File: config.mk
export PLATFORM = sky130hd
export DESIGN_NAME = cd_host_if_flat
export DESIGN_NICKNAME = d
export VERILOG_FILES = /design/src/rtl/cd_host_if_if.sv /design/src/rtl/cd_host_if.sv /design/src/flat_wrapper.sv
export SDC_FILE = /design/constraint.sdc
export NUM_CORES = 1
export LEC_CHECK = 0
export ABC_AREA = 1
export BUFFER_PORTS_ARGS = -buffer_cell sky130_fd_sc_hd__buf_2
export CORE_AREA = 2 2 258 197
export DETAILED_ROUTE_END_ITERATION = 6
export DIE_AREA = 0 0 260 199
export GPL_TIMING_DRIVEN = 0
export PLACE_DENSITY_LB_ADDON = 0.25
export SETUP_SLACK_MARGIN = 0.5
export SLEW_MARGIN = 20
export SYNTH_ARGS = -nofsm -noshare
export SYNTH_HDL_FRONTEND = slang
export SYNTH_SLANG_ARGS = --single-unit
File: constraint.sdc
create_clock -name CLK -period 3.32 [get_ports CLK]
set_clock_uncertainty 0.05 [all_clocks]
set_input_delay 0.166 -clock CLK [delete_from_list [all_inputs] [get_ports CLK]]
set_output_delay 0.166 -clock CLK [all_outputs]
set_load 0.05 [all_outputs]
File: src/rtl/cd_host_if_if.sv
// A-bus and CD-core signal bundle for the CD-block host interface.
// The slave view is the host interface block; the master view is the SCU/CD-core side.
interface cd_host_if_if;
  logic [25:1] AA;
  logic        ACS2_N;
  logic        ARD_N;
  logic        AWRL_N;
  logic        AWRU_N;
  logic [15:0] ADO;
  logic [15:0] ADI;
  logic        AIRQ_N;
  logic        CMD_VALID;
  logic [63:0] CMD;
  logic        CMD_ACK;
  logic        ST_VALID;
  logic [63:0] ST;
  logic [15:0] ST_HIRQ;
  logic        DATA_WE;
  logic [15:0] DATA_D;
  logic        DATA_FULL;

  modport slave (
    input  AA, ACS2_N, ARD_N, AWRL_N, AWRU_N, ADO,
    input  CMD_ACK, ST_VALID, ST, ST_HIRQ, DATA_WE, DATA_D,
    output ADI, AIRQ_N, CMD_VALID, CMD, DATA_FULL
  );

  modport master (
    output AA, ACS2_N, ARD_N, AWRL_N, AWRU_N, ADO,
    output CMD_ACK, ST_VALID, ST, ST_HIRQ, DATA_WE, DATA_D,
    input  ADI, AIRQ_N, CMD_VALID, CMD, DATA_FULL
  );
endinterface

File: src/rtl/cd_host_if.sv
// CD-block host interface: HIRQ/HIRQMASK/CR1-CR4 registers and the DTR FIFO
// on the SCU A-bus CS2 window, bridging host commands and CD-core status.
module cd_host_if #(
  parameter int FIFO_AW = 4
) (
  input  logic         CLK,
  input  logic         RST_N,
  input  logic         CE_R,
  cd_host_if_if.slave  bus
);

  localparam logic [FIFO_AW:0] DEPTH = (FIFO_AW+1)'(2 ** FIFO_AW);

  logic [15:0] offset;
  logic        sel;
  logic        wr_n;
  logic        wr_q;
  logic        rd_q;
  logic        rd_sel0_q;
  logic        wr_ev;
  logic        pop_req;
  logic        wr_hirq, wr_mask, wr_cr1, wr_cr2, wr_cr3, wr_cr4;

  logic [15:0] hirq;
  logic [15:0] hirq_next;
  logic [15:0] hirq_mask;
  logic [15:0] st_cr1, st_cr2, st_cr3, st_cr4;
  logic [63:0] cmd_q;
  logic        cmd_valid_q;
  logic        airq_n_q;

  logic [15:0]        fifo_mem [2 ** FIFO_AW];
  logic [FIFO_AW-1:0] wr_ptr;
  logic [FIFO_AW-1:0] rd_ptr;
  logic [FIFO_AW:0]   count;
  logic               full;
  logic               push;
  logic               pop;
  logic [15:0]        adi;

  assign sel    = !bus.ACS2_N && (bus.AA[25:16] == 10'h189);
  assign offset = {bus.AA[15:1], 1'b0};
  assign wr_n   = bus.AWRL_N & bus.AWRU_N;

  // Strobes are edge-detected against the previous CE_R sample so a held strobe acts once.
  assign wr_ev   = CE_R && sel && !wr_n && wr_q;
  assign pop_req = CE_R && bus.ARD_N && !rd_q && rd_sel0_q;

  assign wr_hirq = wr_ev && (offset == 16'h0008);
  assign wr_mask = wr_ev && (offset == 16'h000C);
  assign wr_cr1  = wr_ev && (offset == 16'h0018);
  assign wr_cr2  = wr_ev && (offset == 16'h001C);
  assign wr_cr3  = wr_ev && (offset == 16'h0020);
  assign wr_cr4  = wr_ev && (offset == 16'h0024);

  always_ff @(posedge CLK or negedge RST_N) begin
    if (!RST_N) begin
      wr_q      <= 1'b1;
      rd_q      <= 1'b1;
      rd_sel0_q <= 1'b0;
    end else if (CE_R) begin
      wr_q      <= wr_n;
      rd_q      <= bus.ARD_N;
      rd_sel0_q <= sel && (offset == 16'h0000);
    end
  end

  // Status pulses and core set-bits are applied last so sets win over host clears.
  always_comb begin
    hirq_next = hirq;
    if (wr_hirq)
      hirq_next = hirq & bus.ADO;
    if (wr_cr4)
      hirq_next[0] = 1'b0;
    if (bus.ST_VALID)
      hirq_next[0] = 1'b1;
    hirq_next = hirq_next | bus.ST_HIRQ;
  end

  always_ff @(posedge CLK or negedge RST_N) begin
    if (!RST_N) begin
      hirq      <= 16'h0001;
      hirq_mask <= 16'hFFFF;
      airq_n_q  <= 1'b1;
    end else if (CE_R) begin
      hirq     <= hirq_next;
      airq_n_q <= !(|(hirq & hirq_mask));
      if (wr_mask)
        hirq_mask <= bus.ADO;
    end
  end

  always_ff @(posedge CLK or negedge RST_N) begin
    if (!RST_N) begin
      st_cr1 <= 16'h0043;
      st_cr2 <= 16'h4442;
      st_cr3 <= 16'h4C4F;
      st_cr4 <= 16'h434B;
    end else if (CE_R && bus.ST_VALID) begin
      st_cr1 <= bus.ST[63:48];
      st_cr2 <= bus.ST[47:32];
      st_cr3 <= bus.ST[31:16];
      st_cr4 <= bus.ST[15:0];
    end
  end

  // A CR4 write takes priority over an acknowledge in the same cycle (latest command wins).
  always_ff @(posedge CLK or negedge RST_N) begin
    if (!RST_N) begin
      cmd_q       <= 64'h0;
      cmd_valid_q <= 1'b0;
    end else if (CE_R) begin
      if (wr_cr1) cmd_q[63:48] <= bus.ADO;
      if (wr_cr2) cmd_q[47:32] <= bus.ADO;
      if (wr_cr3) cmd_q[31:16] <= bus.ADO;
      if (wr_cr4) cmd_q[15:0]  <= bus.ADO;
      if (wr_cr4)
        cmd_valid_q <= 1'b1;
      else if (bus.CMD_ACK)
        cmd_valid_q <= 1'b0;
    end
  end

  assign full = (count == DEPTH);
  assign push = CE_R && bus.DATA_WE && !full;
  assign pop  = pop_req && (count != '0);

  always_ff @(posedge CLK) begin
    if (push)
      fifo_mem[wr_ptr] <= bus.DATA_D;
  end

  always_ff @(posedge CLK or negedge RST_N) begin
    if (!RST_N) begin
      wr_ptr <= '0;
      rd_ptr <= '0;
      count  <= '0;
    end else begin
      if (push)
        wr_ptr <= wr_ptr + 1'b1;
      if (pop)
        rd_ptr <= rd_ptr + 1'b1;
      case ({push, pop})
        2'b10:   count <= count + 1'b1;
        2'b01:   count <= count - 1'b1;
        default: count <= count;
      endcase
    end
  end

  always_comb begin
    adi = 16'h0000;
    if (sel) begin
      case (offset)
        16'h0000: adi = (count == '0) ? 16'h0000 : fifo_mem[rd_ptr];
        16'h0008: adi = hirq;
        16'h000C: adi = hirq_mask;
        16'h0018: adi = st_cr1;
        16'h001C: adi = st_cr2;
        16'h0020: adi = st_cr3;
        16'h0024: adi = st_cr4;
        default:  adi = 16'h0000;
      endcase
    end
  end

  assign bus.ADI       = adi;
  assign bus.AIRQ_N    = airq_n_q;
  assign bus.CMD_VALID = cmd_valid_q;
  assign bus.CMD       = cmd_q;
  assign bus.DATA_FULL = full;

endmodule

File: src/flat_wrapper.sv
// flat-port wrapper written by rule: the top's interface ports become plain ports
module cd_host_if_flat 
#(
  parameter int FIFO_AW = 4
)
  (CLK, RST_N, CE_R, bus_AA, bus_ACS2_N, bus_ARD_N, bus_AWRL_N, bus_AWRU_N, bus_ADO, bus_CMD_ACK, bus_ST_VALID, bus_ST, bus_ST_HIRQ, bus_DATA_WE, bus_DATA_D, bus_ADI, bus_AIRQ_N, bus_CMD_VALID, bus_CMD, bus_DATA_FULL);
  cd_host_if_if bus_i ();
  input  logic CLK;
  input  logic RST_N;
  input  logic CE_R;
  input wire logic [$bits(bus_i.AA)-1:0] bus_AA;
  input wire logic [$bits(bus_i.ACS2_N)-1:0] bus_ACS2_N;
  input wire logic [$bits(bus_i.ARD_N)-1:0] bus_ARD_N;
  input wire logic [$bits(bus_i.AWRL_N)-1:0] bus_AWRL_N;
  input wire logic [$bits(bus_i.AWRU_N)-1:0] bus_AWRU_N;
  input wire logic [$bits(bus_i.ADO)-1:0] bus_ADO;
  input wire logic [$bits(bus_i.CMD_ACK)-1:0] bus_CMD_ACK;
  input wire logic [$bits(bus_i.ST_VALID)-1:0] bus_ST_VALID;
  input wire logic [$bits(bus_i.ST)-1:0] bus_ST;
  input wire logic [$bits(bus_i.ST_HIRQ)-1:0] bus_ST_HIRQ;
  input wire logic [$bits(bus_i.DATA_WE)-1:0] bus_DATA_WE;
  input wire logic [$bits(bus_i.DATA_D)-1:0] bus_DATA_D;
  output wire logic [$bits(bus_i.ADI)-1:0] bus_ADI;
  output wire logic [$bits(bus_i.AIRQ_N)-1:0] bus_AIRQ_N;
  output wire logic [$bits(bus_i.CMD_VALID)-1:0] bus_CMD_VALID;
  output wire logic [$bits(bus_i.CMD)-1:0] bus_CMD;
  output wire logic [$bits(bus_i.DATA_FULL)-1:0] bus_DATA_FULL;
  assign bus_i.AA = bus_AA;
  assign bus_i.ACS2_N = bus_ACS2_N;
  assign bus_i.ARD_N = bus_ARD_N;
  assign bus_i.AWRL_N = bus_AWRL_N;
  assign bus_i.AWRU_N = bus_AWRU_N;
  assign bus_i.ADO = bus_ADO;
  assign bus_i.CMD_ACK = bus_CMD_ACK;
  assign bus_i.ST_VALID = bus_ST_VALID;
  assign bus_i.ST = bus_ST;
  assign bus_i.ST_HIRQ = bus_ST_HIRQ;
  assign bus_i.DATA_WE = bus_DATA_WE;
  assign bus_i.DATA_D = bus_DATA_D;
  assign bus_ADI = bus_i.ADI;
  assign bus_AIRQ_N = bus_i.AIRQ_N;
  assign bus_CMD_VALID = bus_i.CMD_VALID;
  assign bus_CMD = bus_i.CMD;
  assign bus_DATA_FULL = bus_i.DATA_FULL;
  cd_host_if #(.FIFO_AW(FIFO_AW)) u_core (.CLK(CLK), .RST_N(RST_N), .CE_R(CE_R), .bus(bus_i));
endmodule
After elaboration in Yosys (flattened, before gate mapping)
Memories as Yosys holds them, arrays and structs flattened.
Index checks and enable logic that the tools add are counted.
{"block": "word_totals", "inputBits": 147, "register_bits": 178, "word_cells": 83, "n_memories": 1, "ramBits": 256}
{"block": "classes", "n_mux": 11, "reduce_logical": 35, "bitwise_logic": 4, "addsub": 4, "eq_ne": 10}
{"name": "u_core.fifo_mem", "depth": 16, "width": 16, "read_ports": 1, "rd_clocked_by_memory_dff": 0, "wr": 1, "line": "cd_host_if.sv:32", "text": "logic [15:0] fifo_mem [2 ** FIFO_AW];"}
{"op": "$pmux W16 S7", "count": 1}
{"op": "$mux W16", "count": 3}
{"op": "$and A16 B16 Y16", "count": 2}
{"op": "$eq A15 B3 Y1 const B", "count": 2}
{"op": "$eq A15 B4 Y1 const B", "count": 2}
{"op": "$eq A15 B5 Y1 const B", "count": 2}
{"op": "$logic_and A1 B1 Y1", "count": 18}
{"op": "$logic_not A16 Y1", "count": 1}
{"op": "$or A16 B16 Y16", "count": 1}
{"op": "$reduce_or A16 Y1", "count": 1}
{"op": "$reduce_and A2 Y1", "count": 6}
{"op": "$eq A10 B9 Y1 const B", "count": 1}
{"op": "$pmux W5 S2", "count": 1}
{"op": "$add A4 B1 Y4 const B", "count": 2}
{"op": "$mux W1", "count": 6}
{"op": "$add A5 B1 Y5 const B", "count": 1}
{"op": "$eq A5 B5 Y1 const B", "count": 1}
{"op": "$logic_not A1 Y1", "count": 5}
{"op": "$logic_not A5 Y1", "count": 1}
{"op": "$reduce_bool A5 Y1", "count": 1}
{"op": "$sub A5 B1 Y5 const B", "count": 1}
{"op": "$reduce_bool A2 Y1", "count": 2}
{"op": "$eq A2 B1 Y1 const B", "count": 1}
{"op": "$eq A2 B2 Y1 const B", "count": 1}
{"op": "$and A1 B1 Y1", "count": 1}

Logic depth before layout (Yosys ltp)
{"block": "logic_depth", "ltp_word": 10, "ltp_mapped": 17}

Worst setup path after synthesis
No wires, ideal clock.
{"block": "synth_path", "kind": "register -> register", "from": "reg u_core.count[0]", "to": "reg u_core.count[4]", "n_path_buf": 0, "t_arrival_ps": 2224, "stages_incl_launch_ff": 16, "setup_slack_ps": 967, "period_less_slack_ps": 2353, "required_time_ps": 3191, "setup_ps": 79, "path_cell_list": "dfrtp_1 -> inv_1 -> nand4_1 -> or2_2 -> nand3_1 -> ha_1 -> inv_1 -> fa_1 -> inv_1 -> a21oi_1 -> nor2_1 -> nor2_1 -> nand2_1 -> nand2_1 -> nor2_1 -> xor2_1"}
{"block": "synth_via", "elab_chain_cells": 5, "elab_cells_between_ends": 11, "cone_classes": "2 x add/sub; 3 x eq/ne; 1 x mux; 5 x reduce/logical"}
{"item": "start, declared", "line": "cd_host_if.sv:35", "text": "logic [FIFO_AW:0] count;"}
{"item": "start signal, assigned", "line": "cd_host_if.sv:144", "text": "2'b10: count <= count + 1'b1;"}
{"item": "start signal, assigned", "line": "cd_host_if.sv:145", "text": "2'b01: count <= count - 1'b1;"}
{"item": "start signal, assigned", "line": "cd_host_if.sv:146", "text": "default: count <= count;"}
{"item": "$eq A5 B5 Y1", "line": "cd_host_if.sv:124", "text": "assign full = (count == DEPTH);"}
{"item": "$logic_not A1 Y1", "line": "cd_host_if.sv:125", "text": "assign push = CE_R && bus.DATA_WE && !full;"}
{"item": "$logic_and A1 B1 Y1", "line": "cd_host_if.sv:125"}
{"item": "$eq A2 B1 Y1 / $eq A2 B2 Y1 (equally long branches)", "line": "cd_host_if.sv:143", "text": "case ({push, pop})"}
{"item": "$pmux W5 S2 / $reduce_bool A2 Y1 (equally long branches)"}
Parallel ways exist; a longest one is shown, timed or not.
A chain may end at the register's enable or synchronous reset.

Final worst setup path
{"block": "layout_path", "from": "reg u_core.rd_ptr[0]", "to": "out bus_ADI[14]"}
{"block": "layout_via", "elab_chain_cells": 4}
{"item": "start, declared", "line": "cd_host_if.sv:34", "text": "logic [FIFO_AW-1:0] rd_ptr;"}
{"item": "start signal, assigned", "line": "cd_host_if.sv:142", "text": "rd_ptr <= rd_ptr + 1'b1;"}
{"item": "$mem_v2 Z16 W16"}
{"item": "$mux W16", "line": "cd_host_if.sv:155", "text": "16'h0000: adi = (count == '0) ? 16'h0000 : fifo_mem[rd_ptr];"}
{"item": "$pmux W16 S7", "line": "cd_host_if.sv:154", "text": "case (offset)"}
{"item": "$mux W16", "line": "cd_host_if.sv:153", "text": "if (sel) begin"}
{"item": "end, declared", "line": "flat_wrapper.sv:23", "text": "output wire logic [$bits(bus_i.ADI)-1:0] bus_ADI;"}
No other way between the ends.

==> flow_summary.ini <==
[power_and_ir_drop]
p_clk_share_pct = 40.9
power_frac_comb_pct = 8.4
irDropWorstVdd_v = 0.000422
power.density_mw_per_mm2 = 493
p_sw_mw = 2.94
finalPower_mw = 12.3
power_leakage_nw = 11.2
seq_power_share_pct = 50.7
p_int_mw = 9.39
p_sw_share_pct = 23.9

[grt]
grt_max_degree = 71
grt_pass1_wl_mm = 92.2
antenna_found_initial = 0
grt.overflow.total = 0
grt_pass1_vias = 14900
grt_usage_pct = 24.1

[clock_network]
cts_tree = built
cts.htree.levels = 2
clockRootBuffer = clkbuf_16
clk_path_buf_depth = 3
numCtsBuffers = 45
clkLatencyLatePin_ns = 0.59
cts.sinks = 434
clk_pin_slew_ns = 0.06

[die]
dieHeight_um = 199
num_rows = 71
core_area_mm2 = 0.0493
dieArea_mm2 = 0.0517
fp.dieW_um = 260
num_io_pins = 230
initial_utilization_pct = 39.5

[synthesis]
ys.flop_type = edfxtp_1
synth_edf_count = 256
synth_commonest_cells = nand2_1, edfxtp_1, inv_1, dfrtp_1, nand3_1
synthTopCellsByArea = edfxtp_1, dfrtp_1, nand2_1
yosys.area.top_type_share_pct = 39.5
syn-cell-area_mm2 = 0.0195
synthArstFlopShare_pct = 41.0
yosysWarningCount = 0
synth_top_area_cell = edfxtp_1
yosysMostFrequentCell = nand2_1
synth_seq_area_share_pct = 62.6
ys_ff_latch = 434
syn_area_per_cell_um2 = 9.83
synth_cell_types = 37
syn-num-nets = 2139
synthCells = 1982

[critical_path]
critPathLaunchType = flip-flop
worstPathRequired_ns = 3.10
cp-startpoint = u_core.rd_ptr[0]
worstSetupEndpointType = primary output
crit_arrival_ns = 2.54
crit_type = reg -> out
reg2reg_from = u_core.count[0]
worstPathMaxFanout = 10

[sta]
worst_pin_slew_ns = 0.968
min_period_ns = 2.75
fin_setup_tns_ns = 0
worst_slack_ns = 0.566
hold_viol = 0
period_share_pct = 82.9
setup_violations = 0
slew_violations = 0
grt_setup_unrepaired = true
max_freq_mhz = 363
maxSlewHeadroom_pct = 35.4
hold_ws_ns = 0.0141

[routing]
wirelength_mm = 62.9
wl_met1_mm = 29.7
viasPerCell = 5.07
antenna_left = 0
route.detailed.drc = 0
drt_iter0_markers = 1287
wl_met3_mm = 5.33
highest_layer = met4
wl_met2_mm = 26.6
num_vias = 15700
drt_pass1_iterations = 5
wl_per_cell_um = 20.3

[job]
drv_cap = 0

[final_layout]
syn_to_final_growth_pct = 28.4
layout-drive-gt1-share_pct = 23.7
nNetsFinal = 2566

[place]
dp_hpwl_mm = 45.8
pre_cts_ws_ns = 0.499
place.gp.congestion = 0.922
port_buffers = 229

[hold_path]
holdCritPathClass = in -> async

[outcome]
outcome = finished, final reports clean
==> final timing paths <==
check                                     endpoint  slack, ns  depth (start not counted)
worst min-delay path            u_core.bus.CMD[54]       0.01                          2
min in group CLK                u_core.bus.CMD[15]       0.10                          7
worst max-delay path                   bus_ADI[14]       0.57                         12
worst max register to register     u_core.count[4]       0.69                         15
worst min register to register  u_core.bus.CMD[21]       0.43                          2
max in group asynchronous        u_core.st_cr2[14]       2.12                          4
==> placed cells by master (no fill, tap or decap), types with 3 or more instances in the layout <==
| master | n |
|---|---|
| nor2_1 | 56 |
| dfrtp_1 | 134 |
| nand3_2 | 14 |
| buf_6 | 41 |
| nor3_1 | 6 |
| xor2_1 | 7 |
| clkbuf_1 | 24 |
| clkbuf_16 | 46 |
| nor2_4 | 8 |
| o21ai_1 | 66 |
| mux2_2 | 64 |
| buf_2 | 246 |
| clkbuf_4 | 5 |
| nor2_2 | 18 |
| clkbuf_2 | 5 |
| clkinv_1 | 3 |
| ha_1 | 8 |
| dlygate4sd3_1 | 135 |
| o21ai_0 | 70 |
| clkinv_2 | 6 |
| nand3_4 | 5 |
| clkbuf_8 | 4 |
| bufinv_16 | 3 |
| buf_8 | 15 |
| nand2_1 | 686 |
| buf_4 | 15 |
| buf_1 | 4 |
| nand3_1 | 117 |
| nand4_1 | 73 |
| a21oi_1 | 7 |
| inv_1 | 204 |
| dfstp_2 | 42 |
| edfxtp_1 | 256 |
| nand2_2 | 11 |
| inv_2 | 13 |
==> per-stage QoR <==
stage	cells	area, µm²	util, %
floorplan	1982	19500	-
global placement	2868	21400	43.5
detailed placement	2881	21700	44.0
CTS	3098	24800	50.2
global route	3100	25000	50.7
finish	3101	25000	50.7
==> power by group through the flow <==
| stage | combinational, mW | clock, mW | sequential [mW] |
|---|---|---|---|
| detailed placement | 0.909 | 0 | 6.34 |
| floorplan | 0.477 | 0 | 6.29 |
| finish | 1.03 | 5.05 | 6.25 |
| global placement | 0.816 | 0 | 6.34 |
| global route | 1.14 | 5.35 | 6.28 |
| CTS | 1.03 | 5.13 | 6.24 |
==> what timing repair did <==
action,4_1_cts,5_1_grt
pin swaps,0,8
setup buffers,0,2
cloned,1,0
setup endpoints to repair,16,31
endpoints found under the hold margin,491,0
hold buffers,135,0
resized for setup,96,70
==> cell families after synthesis <==
| kind of cell | after synthesis | share of synthesized area (%) |
|---|---|---|
| buffers and inverters | 317 | 6.82 |
| DFF | 434 | 62.6 |
| muxes | 64 | 3.70 |
| AOI/OAI and AO/OA | 147 | 3.89 |
| and+or+nand+nor | 1002 | 21.9 |
| adders and majority gates | 10 | 0.681 |
| xor gates and xnor gates | 8 | 0.360 |
==> state kept, by name (all words and copies together), names as in the netlist <==
register              count
u_core.bus.AIRQ_N         1
u_core.hirq              16
u_core.count              5
u_core.bus.CMD           64
u_core.bus.CMD_VALID      1
u_core.hirq_mask         16
u_core.fifo_mem         256
u_core.st_cr1            16
u_core.rd_sel0_q          1
u_core.wr_ptr             4
u_core.rd_ptr             4
u_core.st_cr2            16
u_core.st_cr3            16
u_core.rd_q               1
u_core.st_cr4            16
u_core.wr_q               1
==> critical path, cell delays in order (launching register included) <==
cell and delay (ns):
dfrtp_2 0.48, inv_4 0.12, buf_6 0.17, buf_8 0.15
nor2_1 0.05, o21ai_0 0.17, nand2_1 0.09, nand3_2 0.12
nand3_1 0.13, nand3_1 0.11, nand2_2 0.10, inv_1 0.10
buf_6 0.16
==> metal layers <==
metal  track usage (%)  vias to the layer above
met4              5.77                        0
met2              34.3                      565
met3              4.77                       96
li1                  -                     7338
met1              37.4                     7708
met5                 0                        -
==> layout make-up <==
type / count / area, µm²
Multi-Input combinational cell: 1231 / 6130
Antenna cell: 1 / 2.50
Timing Repair Buffer: 380 / 2840
Tap cell: 657 / 822
Inverter: 219 / 828
Clock buffer: 65 / 1260
Buffer: 98 / 733
Clock inverter: 16 / 184
Fill cell: 4472 / 24300
Sequential cell: 434 / 12200
Power figures use the tool's default switching activity.
